$ cat config.mk
export PLATFORM = sky130hd
export DESIGN_NAME = mem_requester
export DESIGN_NICKNAME = d
export VERILOG_FILES = /design/src/rtl/mem_req_pkg.sv /design/src/rtl/req_fifo.sv /design/src/rtl/mem_requester.sv
export SDC_FILE = /design/constraint.sdc
export NUM_CORES = 1
export LEC_CHECK = 0
export ABC_AREA = 1
export ABC_CLOCK_PERIOD_IN_PS = 3400
export CORE_ASPECT_RATIO = 1.1
export CORE_UTILIZATION = 25
export CTS_CLUSTER_DIAMETER = 30
export CTS_CLUSTER_SIZE = 30
export DETAILED_ROUTE_END_ITERATION = 8
export PLACE_DENSITY = 0.4
export SLEW_MARGIN = 15
export SYNTH_ARGS = -nofsm -noshare
export SYNTH_HDL_FRONTEND = slang
export SYNTH_SLANG_ARGS = --single-unit
$ cat constraint.sdc
create_clock -name clk -period 3.4 [get_ports clk]
set_clock_uncertainty 0.1 [all_clocks]
set_input_delay 0.68 -clock clk [delete_from_list [all_inputs] [get_ports clk]]
set_output_delay 0.68 -clock clk [all_outputs]
set_load 0.02 [all_outputs]
$ cat src/rtl/mem_req_pkg.sv
// Shared definitions for the memory-unit requester: FSM state codes and the queued request record.
// The record is packed as {rwn, addr, wdata}, rwn in the MSB.
package mem_req_pkg;

  localparam logic [2:0] S_IDLE    = 3'd0;
  localparam logic [2:0] S_ISSUE   = 3'd1;
  localparam logic [2:0] S_ACK     = 3'd2;
  localparam logic [2:0] S_RD_DATA = 3'd3;
  localparam logic [2:0] S_RD_DONE = 3'd4;
  localparam logic [2:0] S_WR_DONE = 3'd5;

  localparam int REQ_ADDR_W = 16;
  localparam int REQ_DATA_W = 16;

  typedef struct packed {
    logic                  rwn;
    logic [REQ_ADDR_W-1:0] addr;
    logic [REQ_DATA_W-1:0] wdata;
  } req_t;

  localparam int REQ_W = $bits(req_t);

  // Record width for non-default address/data widths.
  function automatic int req_width(input int aw, input int dw);
    return 1 + aw + dw;
  endfunction

endpackage

$ cat src/rtl/req_fifo.sv
// Show-ahead synchronous FIFO, depth 2**AW; head is valid combinationally whenever empty=0.
// Zero-latency head; caller must not push when full or pop when empty.
module req_fifo #(
  parameter int W  = 33,
  parameter int AW = 2
) (
  input  logic         clk,
  input  logic         rst,
  input  logic         push,
  input  logic [W-1:0] push_dat,
  input  logic         pop,
  output logic [W-1:0] head_dat,
  output logic         full,
  output logic         empty
);

  logic [W-1:0] mem [2**AW];
  logic [AW:0]  wr_ptr;
  logic [AW:0]  rd_ptr;

  always_ff @(posedge clk) begin
    if (rst) begin
      wr_ptr <= '0;
      rd_ptr <= '0;
    end else begin
      if (push) wr_ptr <= wr_ptr + 1'b1;
      if (pop)  rd_ptr <= rd_ptr + 1'b1;
    end
  end

  always_ff @(posedge clk) begin
    if (push) mem[wr_ptr[AW-1:0]] <= push_dat;
  end

  // Extra pointer bit separates full (wrapped once) from empty.
  assign empty    = (wr_ptr == rd_ptr);
  assign full     = (wr_ptr[AW] != rd_ptr[AW]) && (wr_ptr[AW-1:0] == rd_ptr[AW-1:0]);
  assign head_dat = mem[rd_ptr[AW-1:0]];

endmodule

$ cat src/rtl/mem_requester.sv
// Queues CPU load/store requests and runs them one at a time through the memory-unit handshake.
// One response pulse per request, in order; req_ready drops when the queue is full or in reset.
module mem_requester
  import mem_req_pkg::*;
#(
  parameter int ADDR_W  = 16,
  parameter int DATA_W  = 16,
  parameter int FIFO_AW = 2,
  parameter int TIMEOUT = 1023
) (
  input  logic              clk,
  input  logic              rst,
  input  logic              req_valid,
  output logic              req_ready,
  input  logic              req_rwn,
  input  logic [ADDR_W-1:0] req_addr,
  input  logic [DATA_W-1:0] req_wdata,
  output logic              rsp_valid,
  output logic              rsp_rwn,
  output logic [DATA_W-1:0] rsp_rdata,
  output logic              rsp_err,
  output logic              idle,
  output logic [ADDR_W-1:0] mem_addr,
  output logic              mem_enable,
  output logic              mem_rwn,
  output logic [DATA_W-1:0] mem_data_in,
  input  logic              mem_ready,
  input  logic [DATA_W-1:0] mem_data_out,
  input  logic              mem_data_valid
);

  localparam int                 RW      = req_width(ADDR_W, DATA_W);
  localparam int                 CNT_W   = $clog2(TIMEOUT + 1);
  localparam logic [CNT_W-1:0]   CNT_MAX = CNT_W'(TIMEOUT);

  logic [2:0]        state;
  logic [CNT_W-1:0]  cnt;
  logic              fifo_full;
  logic              fifo_empty;
  logic              push;
  logic              pop;
  logic              timed_out;
  logic [RW-1:0]     head_dat;
  logic              head_rwn;
  logic [ADDR_W-1:0] head_addr;
  logic [DATA_W-1:0] head_wdata;

  assign push      = req_valid && req_ready;
  assign pop       = (state == S_IDLE) && !fifo_empty && mem_ready;
  assign req_ready = !rst && !fifo_full;
  assign idle      = fifo_empty && (state == S_IDLE);
  assign timed_out = (cnt == CNT_MAX);
  assign {head_rwn, head_addr, head_wdata} = head_dat;

  req_fifo #(
    .W  (RW),
    .AW (FIFO_AW)
  ) u_fifo (
    .clk      (clk),
    .rst      (rst),
    .push     (push),
    .push_dat ({req_rwn, req_addr, req_wdata}),
    .pop      (pop),
    .head_dat (head_dat),
    .full     (fifo_full),
    .empty    (fifo_empty)
  );

  always_ff @(posedge clk) begin
    if (rst) begin
      state       <= S_IDLE;
      cnt         <= '0;
      mem_enable  <= 1'b0;
      mem_rwn     <= 1'b1;
      mem_addr    <= '0;
      mem_data_in <= '0;
      rsp_valid   <= 1'b0;
      rsp_rwn     <= 1'b0;
      rsp_rdata   <= '0;
      rsp_err     <= 1'b0;
    end else begin
      rsp_valid <= 1'b0;
      rsp_err   <= 1'b0;
      case (state)
        S_IDLE: begin
          // Operands are latched here only, so they hold until the next return to IDLE.
          if (pop) begin
            mem_addr    <= head_addr;
            mem_rwn     <= head_rwn;
            mem_data_in <= head_wdata;
            mem_enable  <= 1'b1;
            state       <= S_ISSUE;
          end
        end
        S_ISSUE: begin
          mem_enable <= 1'b0;
          cnt        <= '0;
          state      <= S_ACK;
        end
        S_ACK: begin
          if (!mem_ready) begin
            cnt   <= '0;
            state <= mem_rwn ? S_RD_DATA : S_WR_DONE;
          end else if (timed_out) begin
            rsp_valid <= 1'b1;
            rsp_err   <= 1'b1;
            rsp_rwn   <= mem_rwn;
            rsp_rdata <= '0;
            state     <= S_IDLE;
          end else begin
            cnt <= cnt + 1'b1;
          end
        end
        S_RD_DATA: begin
          if (mem_data_valid) begin
            rsp_rdata <= mem_data_out;
            cnt       <= '0;
            if (mem_ready) begin
              rsp_valid <= 1'b1;
              rsp_rwn   <= 1'b1;
              state     <= S_IDLE;
            end else begin
              state <= S_RD_DONE;
            end
          end else if (timed_out) begin
            rsp_valid <= 1'b1;
            rsp_err   <= 1'b1;
            rsp_rwn   <= 1'b1;
            rsp_rdata <= '0;
            state     <= S_IDLE;
          end else begin
            cnt <= cnt + 1'b1;
          end
        end
        S_RD_DONE: begin
          if (mem_ready) begin
            rsp_valid <= 1'b1;
            rsp_rwn   <= 1'b1;
            state     <= S_IDLE;
          end else if (timed_out) begin
            rsp_valid <= 1'b1;
            rsp_err   <= 1'b1;
            rsp_rwn   <= 1'b1;
            rsp_rdata <= '0;
            state     <= S_IDLE;
          end else begin
            cnt <= cnt + 1'b1;
          end
        end
        S_WR_DONE: begin
          if (mem_ready) begin
            rsp_valid <= 1'b1;
            rsp_rwn   <= 1'b0;
            rsp_rdata <= '0;
            state     <= S_IDLE;
          end else if (timed_out) begin
            rsp_valid <= 1'b1;
            rsp_err   <= 1'b1;
            rsp_rwn   <= 1'b0;
            rsp_rdata <= '0;
            state     <= S_IDLE;
          end else begin
            cnt <= cnt + 1'b1;
          end
        end
        default: begin
          mem_enable <= 1'b0;
          state      <= S_IDLE;
        end
      endcase
    end
  end

endmodule

==> results.md <==
* Clk buf depth at 3
* Sequential fraction of the synthesis area at 65.67%
* WL per Instance at 15.67 µm
* Yosys top cell area share at 48.16%
* CP required at ~2.6 ns
* Initial antenna violation count at 0
* Power per cell area at 859.9 mW/mm²
* Via count of the first global-routing pass at approximately 6300
* Max rail drop VDD at 388.0 µV
* ANT cells at 0
* Nets at slightly above 1000
* Avg Cell Area, Syn at 10.10 µm²
* Insertion delay to the later sink of the worst-skew pair at 0.54 ns
* EDFF count, synth at about 130
* Yosys reg bits at 204
* First-pass GRT wire length at 35.18 mm
* Hold WS at 0.3598 ns
* Status: finished, final reports clean
* Non-filler cells, final at 1424
* Total gr overflow at 0
* Root Buffer: clkbuf_16
* Starting Density at 25.42%
* Syn-to-layout area delta at 42.54%
* Die Span X at about 180 µm
* Async set or reset register ratio after synthesis at 0%
* Final setup violation count at 0
* Num Clock Sinks at just over 200
* WL final at 22.32 mm
* Crit share post-route at 87.83%
* DR pass1 iterations at 4
* Clock transition at the registers of the reported paths at 0.04 ns
* Critical path class: flop to output pin
* CTS tree: yes
* Resize count post-CTS at 0
* Worst EP arrival at 2.21 ns
* CTS H-Tree Depth at 2
* Dominant synthesized flop cell: edfxtp_1
* Core Area at 0.03237 mm²
* Final Critical Period at 2.986 ns
* RSZ-0062 raised after global routing: false
* Num rows at 69
* Die H at 192.3 µm
* Most common cell in the synthesized netlist: nand2_1
* Layout cell share with drive strength beyond 1 at approximately an eighth
* Setup total negative slack at 0 ns
* Fillcell total at 3283
* DRC viols at 0
* Relative slew slack at 50.87%
* GRT Total Usage at 13.47%
* CP startpoint kind: flop
* Postcts setup bufs at 0
* Mapped Cells at ~820
* TritonCTS buffer count at 53
* Largest net degree at the start of global routing at 69
* CP Capture Type: output pin
* Commonest cells in the netlist: nand2_1, edfxtp_1, nor2_1
* Fmax at roughly 330 MHz
* Largest cells by area after synthesis: edfxtp_1, dfxtp_1, nand2_1
* Vias/cell at 4.368
* Io pins at approximately 110
* Largest area contributor in the netlist: edfxtp_1
* Slew of the pin with the lowest slew margin at 0.7369 ns
* Max-cap viol count at 0
* Final Hold Fails at 0
* RD Place Congestion at 0.7771
* Synth Warn # at 0
* Full die area at 0.03365 mm²
* Worst hold path type: flop to flop
* Placed cell count at 1324
* CTS Hold Bufs at 0
* Vias at 6220
* LEAKAGE at 4.283 nW
* Post-route ant nets at 0
* Placed wire-length estimate at 13.21 mm
* Post-Syn Area at around 0.0082 mm²
* CP max FO at 6
* Synth cell types at 32
* Initial detailed-routing violation count at about 310
* Syn nets at 875
* Max Slew Vio Count at 0
* PortBufs at around 110
placed cells by master, fill, tap and decap left out, types with 7 or more instances in the layout:
| cell | netlist | layout |
|---|---|---|
| nor2_1 | 100 | 96 |
| o22ai_1 | 33 | 33 |
| clkbuf_1 | 24 | 12 |
| dfxtp_1 | 72 | 70 |
| inv_2 | 10 | 11 |
| a21oi_1 | 59 | 59 |
| nand4_1 | 19 | 19 |
| buf_4 | 3 | 13 |
| inv_1 | 46 | 45 |
| bufinv_16 | 0 | 10 |
| nand3_1 | 18 | 18 |
| clkdlybuf4s50_1 | 0 | 107 |
| edfxtp_1 | 132 | 132 |
| o21ai_0 | 74 | 74 |
| clkbuf_16 | 0 | 53 |
| clkbuf_8 | 0 | 7 |
| nand2_1 | 173 | 173 |
| clkinv_2 | 0 | 10 |
report_power, final:
part,internal (mW),total [mW],switching [mW]
Sequential,2.84,2.95,0.102
Clock,3.74,5.19,1.45
Combinational,0.694,1.95,1.26
Total,7.28,10.1,2.81
stage by stage:
step | cell area, µm² | total power, mW | worst slack [ns] | utilization, %
4_1_cts | 11730 | 10.27 | 0.3527 | 36.24
2_1_floorplan | 8230 | 4.185 | 0.5013 | -
3_5_place_dp | 9848 | 4.992 | 0.6641 | 30.42
6_report | 11730 | 10.09 | 0.4138 | 36.24
3_3_place_gp | 9848 | 5.007 | 0.7280 | 30.42
5_1_grt | 11730 | 10.62 | 0.2603 | 36.24
final cells by class:
cell class                 instances  area (µm²)  area share, %
clock inverter                    28       415.4          3.541
timing repair buffer             124        1234          10.52
sequential                       204        5408          46.10
inverter                          57       214.0          1.824
clock buffer                      72        1468          12.51
multi-input combinational        513        2460          20.97
tap                              426       533.0          4.543
metal layers:
metal / GRT usage, % / vias to the layer above / routed length, µm / part of all wire [%]
met5: 0 / - / 0 / 0
met4: 4.415 / 0 / 393 / 1.8
met3: 3.526 / 36 / 1087 / 4.9
met2: 22.07 / 151 / 10520 / 47
met1: 17.26 / 2931 / 10310 / 46
li1: - / 3102 / - / -
kinds of logic after synthesis:
logic type / Yosys count / synth area share [%]
adder cells (fa/ha/maj): 6 / 0.9121
AND/OR/NAND/NOR: 328 / 16.81
buffers and inverters: 98 / 4.804
AO/OA/AOI/OAI: 174 / 11.26
XOR/XNOR: 5 / 0.5322
flip-flops: 204 / 65.67
worst paths after layout:
path	from	endpoint	slack, ns	cells past startpoint
worst max-delay path	state[0]	idle	0.41	6
worst min-delay path	mem_addr[3]	mem_addr[3]	0.36	2
worst max register to register	u_fifo.rd_ptr[0]	mem_data_in[5]	0.99	7
worst min register to register	mem_addr[3]	mem_addr[3]	0.36	2
state kept, by name, indices dropped and copies added (netlist names), 3 cells and up:
| signal | cells |
|---|---|
| u_fifo.mem | 132 |
| mem_addr | 16 |
| mem_data_in | 16 |
| rsp_rdata | 16 |
| cnt | 10 |
| state | 3 |
| u_fifo.rd_ptr | 3 |
| u_fifo.wr_ptr | 3 |
critical path, stage by stage (launching register included):
cell,delay (ns)
dfxtp_1,0.36
nor2_2,0.20
inv_2,0.05
nor2_2,0.18
inv_1,0.06
nor2_1,0.19
clkdlybuf4s50_1,0.64
Note: power is estimated with default switching activity, not from simulation.
